<file path="src/rtl/regfile_mp.sv">
// -----------------------------------------------------------------------------
// regfile_mp
//
// Register file for the pipelined CPU datapath. It has NUM_RD combinational
// read ports, two clocked write ports and a per-register busy scoreboard.
// Register 0 always reads as zero and is never busy.
//
// Optional feature macro:
//   REGFILE_BYPASS_EN - when defined, a write happening this cycle is forwarded
//                       to any read port that addresses the same register, and
//                       that port's busy flag reads 0. Port 1 takes priority
//                       over port 0. When the macro is undefined, reads come
//                       only from stored state and no address comparators are
//                       built.
//
// Parameters:
//   DATA_W  register width in bits
//   ADDR_W  address width; depth = 2**ADDR_W
//   NUM_RD  number of read ports (1..4)
//
// Ports:
//   clk            clock; all state updates on the rising edge
//   reset          synchronous, active-high; clears all data and busy bits
//   rd_addr        read addresses, port k at [k*ADDR_W +: ADDR_W]
//   rd_data        read data, port k at [k*DATA_W +: DATA_W]
//   rd_busy        port k's addressed register has a pending producer
//   wr0_en/addr/data  write port 0
//   wr1_en/addr/data  write port 1; it wins over port 0 on an address collision
//   busy_set_en    mark busy_set_addr pending (instruction issue)
//   busy_set_addr  register to mark pending
//   busy_vec       full scoreboard; bit 0 is always 0
//
// Interface semantics: there is no handshake and no back-pressure. Every
// enabled write and busy_set completes at the edge of the cycle in which it
// is presented. The scoreboard is exposed through busy_vec for observation.
// -----------------------------------------------------------------------------
module regfile_mp #(
  parameter int DATA_W = 32,
  parameter int ADDR_W = 5,
  parameter int NUM_RD = 2
) (
  input  logic                       clk,
  input  logic                       reset,
  input  logic [NUM_RD*ADDR_W-1:0]   rd_addr,
  output logic [NUM_RD*DATA_W-1:0]   rd_data,
  output logic [NUM_RD-1:0]          rd_busy,
  input  logic                       wr0_en,
  input  logic [ADDR_W-1:0]          wr0_addr,
  input  logic [DATA_W-1:0]          wr0_data,
  input  logic                       wr1_en,
  input  logic [ADDR_W-1:0]          wr1_addr,
  input  logic [DATA_W-1:0]          wr1_data,
  input  logic                       busy_set_en,
  input  logic [ADDR_W-1:0]          busy_set_addr,
  output logic [(1<<ADDR_W)-1:0]     busy_vec
);

  localparam int DEPTH = 1 << ADDR_W;

  logic [DATA_W-1:0] regs_q [DEPTH];
  logic [DEPTH-1:0]  busy_q;
  logic [DEPTH-1:0]  busy_d;

  // Writes and busy sets aimed at register 0 are discarded here, so the rest
  // of the logic never has to special-case address 0 on the write side.
  logic wr0_act;
  logic wr1_act;
  logic set_act;

  assign wr0_act = wr0_en && (wr0_addr != '0);
  assign wr1_act = wr1_en && (wr1_addr != '0);
  assign set_act = busy_set_en && (busy_set_addr != '0);

  // Retiring writes clear their busy bit; a new issue to the same register in
  // the same cycle is applied last so the newer producer keeps it pending.
  always_comb begin
    busy_d = busy_q;
    if (wr0_act) busy_d[wr0_addr] = 1'b0;
    if (wr1_act) busy_d[wr1_addr] = 1'b0;
    if (set_act) busy_d[busy_set_addr] = 1'b1;
    busy_d[0] = 1'b0;
  end

  always_ff @(posedge clk) begin
    if (reset) begin
      for (int i = 0; i < DEPTH; i++) begin
        regs_q[i] <= '0;
      end
      busy_q <= '0;
    end else begin
      if (wr0_act) regs_q[wr0_addr] <= wr0_data;
      // Port 1 is written after port 0 so it wins on a collision.
      if (wr1_act) regs_q[wr1_addr] <= wr1_data;
      busy_q <= busy_d;
    end
  end

  assign busy_vec = busy_q;

  for (genvar k = 0; k < NUM_RD; k++) begin : g_rd
    logic [ADDR_W-1:0] addr;
    logic              addr_nz;

    assign addr    = rd_addr[k*ADDR_W +: ADDR_W];
    assign addr_nz = (addr != '0);

`ifdef REGFILE_BYPASS_EN
    logic hit0;
    logic hit1;

    // wrN_act already excludes address 0, so a hit implies addr_nz.
    assign hit0 = wr0_act && (wr0_addr == addr);
    assign hit1 = wr1_act && (wr1_addr == addr);

    assign rd_data[k*DATA_W +: DATA_W] = !addr_nz ? '0       :
                                         hit1     ? wr1_data :
                                         hit0     ? wr0_data :
                                                    regs_q[addr];
    // A register being written this cycle has its producer retiring now.
    assign rd_busy[k] = addr_nz && busy_q[addr] && !(hit0 || hit1);
`else
    assign rd_data[k*DATA_W +: DATA_W] = addr_nz ? regs_q[addr] : '0;
    assign rd_busy[k] = addr_nz && busy_q[addr];
`endif
  end

endmodule

</file>
<file path="config.mk">
export PLATFORM = sky130hd
export DESIGN_NAME = regfile_mp
export DESIGN_NICKNAME = d
export VERILOG_FILES = /design/src/rtl/regfile_mp.sv
export SDC_FILE = /design/constraint.sdc
export NUM_CORES = 2
export LEC_CHECK = 0
export ABC_CLOCK_PERIOD_IN_PS = 3700
export BUFFER_PORTS_ARGS = -buffer_cell sky130_fd_sc_hd__buf_2
export CAP_MARGIN = 5
export CORE_MARGIN = 2
export CORE_UTILIZATION = 30
export CTS_BUF_LIST = sky130_fd_sc_hd__clkbuf_16
export DETAILED_ROUTE_END_ITERATION = 12
export PLACE_DENSITY_LB_ADDON = 0.3
export SLEW_MARGIN = 30
export SYNTH_ARGS = -nofsm -noshare
export SYNTH_HDL_FRONTEND = slang
export SYNTH_SLANG_ARGS = --single-unit
</file>
<file path="constraint.sdc">
create_clock -name clk -period 3.7 [get_ports clk]
set_input_delay 0.37 -clock clk [delete_from_list [all_inputs] [get_ports clk]]
set_output_delay 0.37 -clock clk [all_outputs]
set_load 0.02 [all_outputs]
</file>
==> summary.txt <==
Place
  • Placer Congestion: 0.905
  • Port bufs: 190
  • Placed cell count: 6682
  • Post-DP HPWL: 177000 um

Critical path
  • Req. time, crit path: 3.33 ns
  • Crit path launch type: flip-flop
  • Critical-path maximum fanout: 4
  • Critical Path AT: 3.19 ns
  • CP Capture Type: output port
  • Worst setup path class: flip-flop to output port

Drt
  • 1st-iter DRT viols: 7579
  • DRT antenna net count: 0
  • Drt pass-1 iters: 10
  • Routed length per instance: 43.2 um
  • Post-Route WL: 299000 um
  • # DRC: 1
  • DR vias: 47.3k
  • Vias per inst: 6.84

Floorplanning
  • Chip height: 454 um
  • Core ar.: 202000 sq um
  • Io pins: 192
  • # rows: 165
  • Chip width: 454 um
  • Die area: 206000 sq um
  • Initial Util: 30.1%

STA
  • Minimum clock period: 3.56 ns
  • Slew @ Worst Pin: 1.05 ns
  • RSZ-0062 raised after global routing: no
  • Period utilisation layout: 96.3%
  • Skew final: 0 ns
  • Post-Route Setup TNS: 0 ns
  • Hold Fails Final Rpt: 0
  • Pins Over Slew Limit: 0
  • Slew headroom: 29.8%
  • Final setup vio count: 0
  • Fmax achieved: 0.281 GHz

Logic synthesis
  • Syn Inst Count: 4088
  • Yosys reg bits: 1055
  • Syn avg cell area: 14.9 sq um
  • Part of the Yosys area used for sequential elements: 51.6%
  • Yosys Warn Count: 0
  • Post-synth EDFFs: 1024
  • Synth top area cells: edfxtp_1 51%, mux4_2 17%, a22o_1 14%, mux2i_1 2.2%, buf_2 2.1%
  • Fraction of registers with async set/reset: 0%
  • Prevailing post-synth register cell: edfxtp_1
  • Share of the synthesized area in the top cell type: 50.6%
  • Unique cell type count in the Yosys netlist: 56
  • Post-Syn Area: 60800 sq um
  • Synth area leader: edfxtp_1

CTS
  • CTS Buf Count: 112
  • CTS tree: done
  • Htree depth: 3
  • Clk sinks: 1055
  • Clk buf depth: 3
  • Clock slew at reported path FFs: 0.07 ns
  • Clock Root Buffer: clkbuf_16
  • Worst skew pair latency: 0.78 ns
  • Post-CTS setup buffers: 0

Power and ir drop
  • Clock share of power: 37.6%
  • Pwr/cell area: 431 nW/um^2
  • Internal power: 0.0219 W
  • Leak Pwr: 23.3 nW
  • Max VDD drop: 375 uV
  • Sequential power share: 47.0%
  • Logic pwr share: 15.4%
  • Sw frac: 27.9%
  • NetSw: 0.00844 W

GRT
  • Vias in the first global route: 45.5k
  • First-pass GRT wire length: 397000 um
  • Total gr overflow: 0
  • Total track usage: 28.1%
  • Largest net degree at the start of global routing: 46
  • Initial antenna violation count: 36

Min path
  • Hold WC Path Type: input port to flip-flop

Status
  • Failing checks: design-rule violations
  • Status: finished, violations left

Finish
  • Most frequent cells in the layout: 1024 x edfxtp_1, 992 x a22o_1, 460 x mux4_2, 233 x buf_4, 183 x buf_2
  • Share of layout cells above drive strength 1: 31.3%
  • Final instance count without filler cells: 6915
  • Commonest non-fill, non-tap cell in the layout: edfxtp_1
  • Final net count: 4226
  • Synth-to-Final Area Change: 15.5%

Flow run
  • Max-Cap Viols: 0
==> area by class of cell <==
class                      instances  area (sq um)
timing repair buffer             517          4600
clock inverter                    94           747
sequential                      1055         31400
tap                             2672          3340
antenna                           18          45.0
fill                           19200        132000
inverter                          31           121
clock buffer                     113          2830
multi-input combinational       2415         27200
==> what timing repair did <==
action	4_1_cts	5_1_grt
hold buffers	8	0
endpoints found under the hold margin	6	0
gates resized for setup	1	1
endpoints found under the setup margin	1	1
gates cloned	0	0
==> worst paths after layout <==
kind | start | endpoint | slack (ns) | cells after the start
min | busy_set_en | busy_vec[22] | 0.04 | 3
max | busy_vec[16] | rd_busy[1] | 0.14 | 5
min reg2reg | busy_vec[15] | busy_vec[15] | 0.51 | 2
max reg2reg | busy_vec[16] | busy_vec[16] | 2.36 | 2
==> metal layers <==
metal  vias up  GRT usage, %  wire length [um]
met4        26          18.2             22500
met5         -             0               167
met3      1019          10.3             41100
li1      17500             -                 -
met2      4174          41.9            130000
met1     24600          34.3            105000
==> flip-flops by register name, indices dropped and copies added (netlist names) <==
register  count
regs_q     1024
busy_vec     31
==> cells by family after synthesis <==
kind of cell           synth area share, %
muxes                                 20.5
DFF                                   51.6
AOI/OAI and AO/OA                     19.6
buffers and inverters                 5.39
other                              0.00616
and+or+nand+nor                       2.98
==> worst max-delay path: stages (launching register included) <==
cell	delay, ns
dfxtp_1	0.81
mux2i_1	0.15
a221oi_1	0.33
o21ai_0	0.23
a311oi_2	0.62
buf_2	0.28
==> power groups by stage <==
stage / logic (W) / clock network, W / registers [W]
global placement: 0.00449 / 0 / 0.0144
floorplan: 0.00264 / 0 / 0.0143
finish: 0.00465 / 0.0114 / 0.0142
detailed placement: 0.00452 / 0 / 0.0145
CTS: 0.00454 / 0.0114 / 0.0142
global route: 0.00474 / 0.0119 / 0.0143
==> stage by stage <==
stage / util (%) / total power, W / hold WS [ns] / setup slack [ns] / instance area, sq um
6_report: 34.8 / 0.0303 / 0.0416 / 0.136 / 70300
2_1_floorplan: - / 0.0170 / 0.534 / 0.447 / 60900
5_1_grt: 34.8 / 0.0309 / 0.0338 / 0.0894 / 70300
4_1_cts: 34.8 / 0.0302 / 0.00286 / 0.232 / 70200
3_5_place_dp: 33.0 / 0.0190 / 0.496 / 0.181 / 66600
3_3_place_gp: 32.9 / 0.0189 / 0.487 / -0.0395 / 66400
==> synthesized netlist by cell type, types with 52 or more instances <==
| cell | count |
|---|---|
| buf_2 | 260 |
| a211oi_1 | 64 |
| a22o_1 | 992 |
| o21ai_1 | 52 |
| buf_4 | 56 |
| clkbuf_1 | 262 |
| mux2_2 | 68 |
| a22oi_1 | 66 |
| edfxtp_1 | 1024 |
| a311oi_1 | 66 |
| nand2_1 | 53 |
| o21ai_0 | 74 |
| mux2i_1 | 132 |
| nor2b_1 | 66 |
| mux4_2 | 460 |
| nor2_1 | 54 |
No activity file was read; power rests on OpenSTA's default activity.
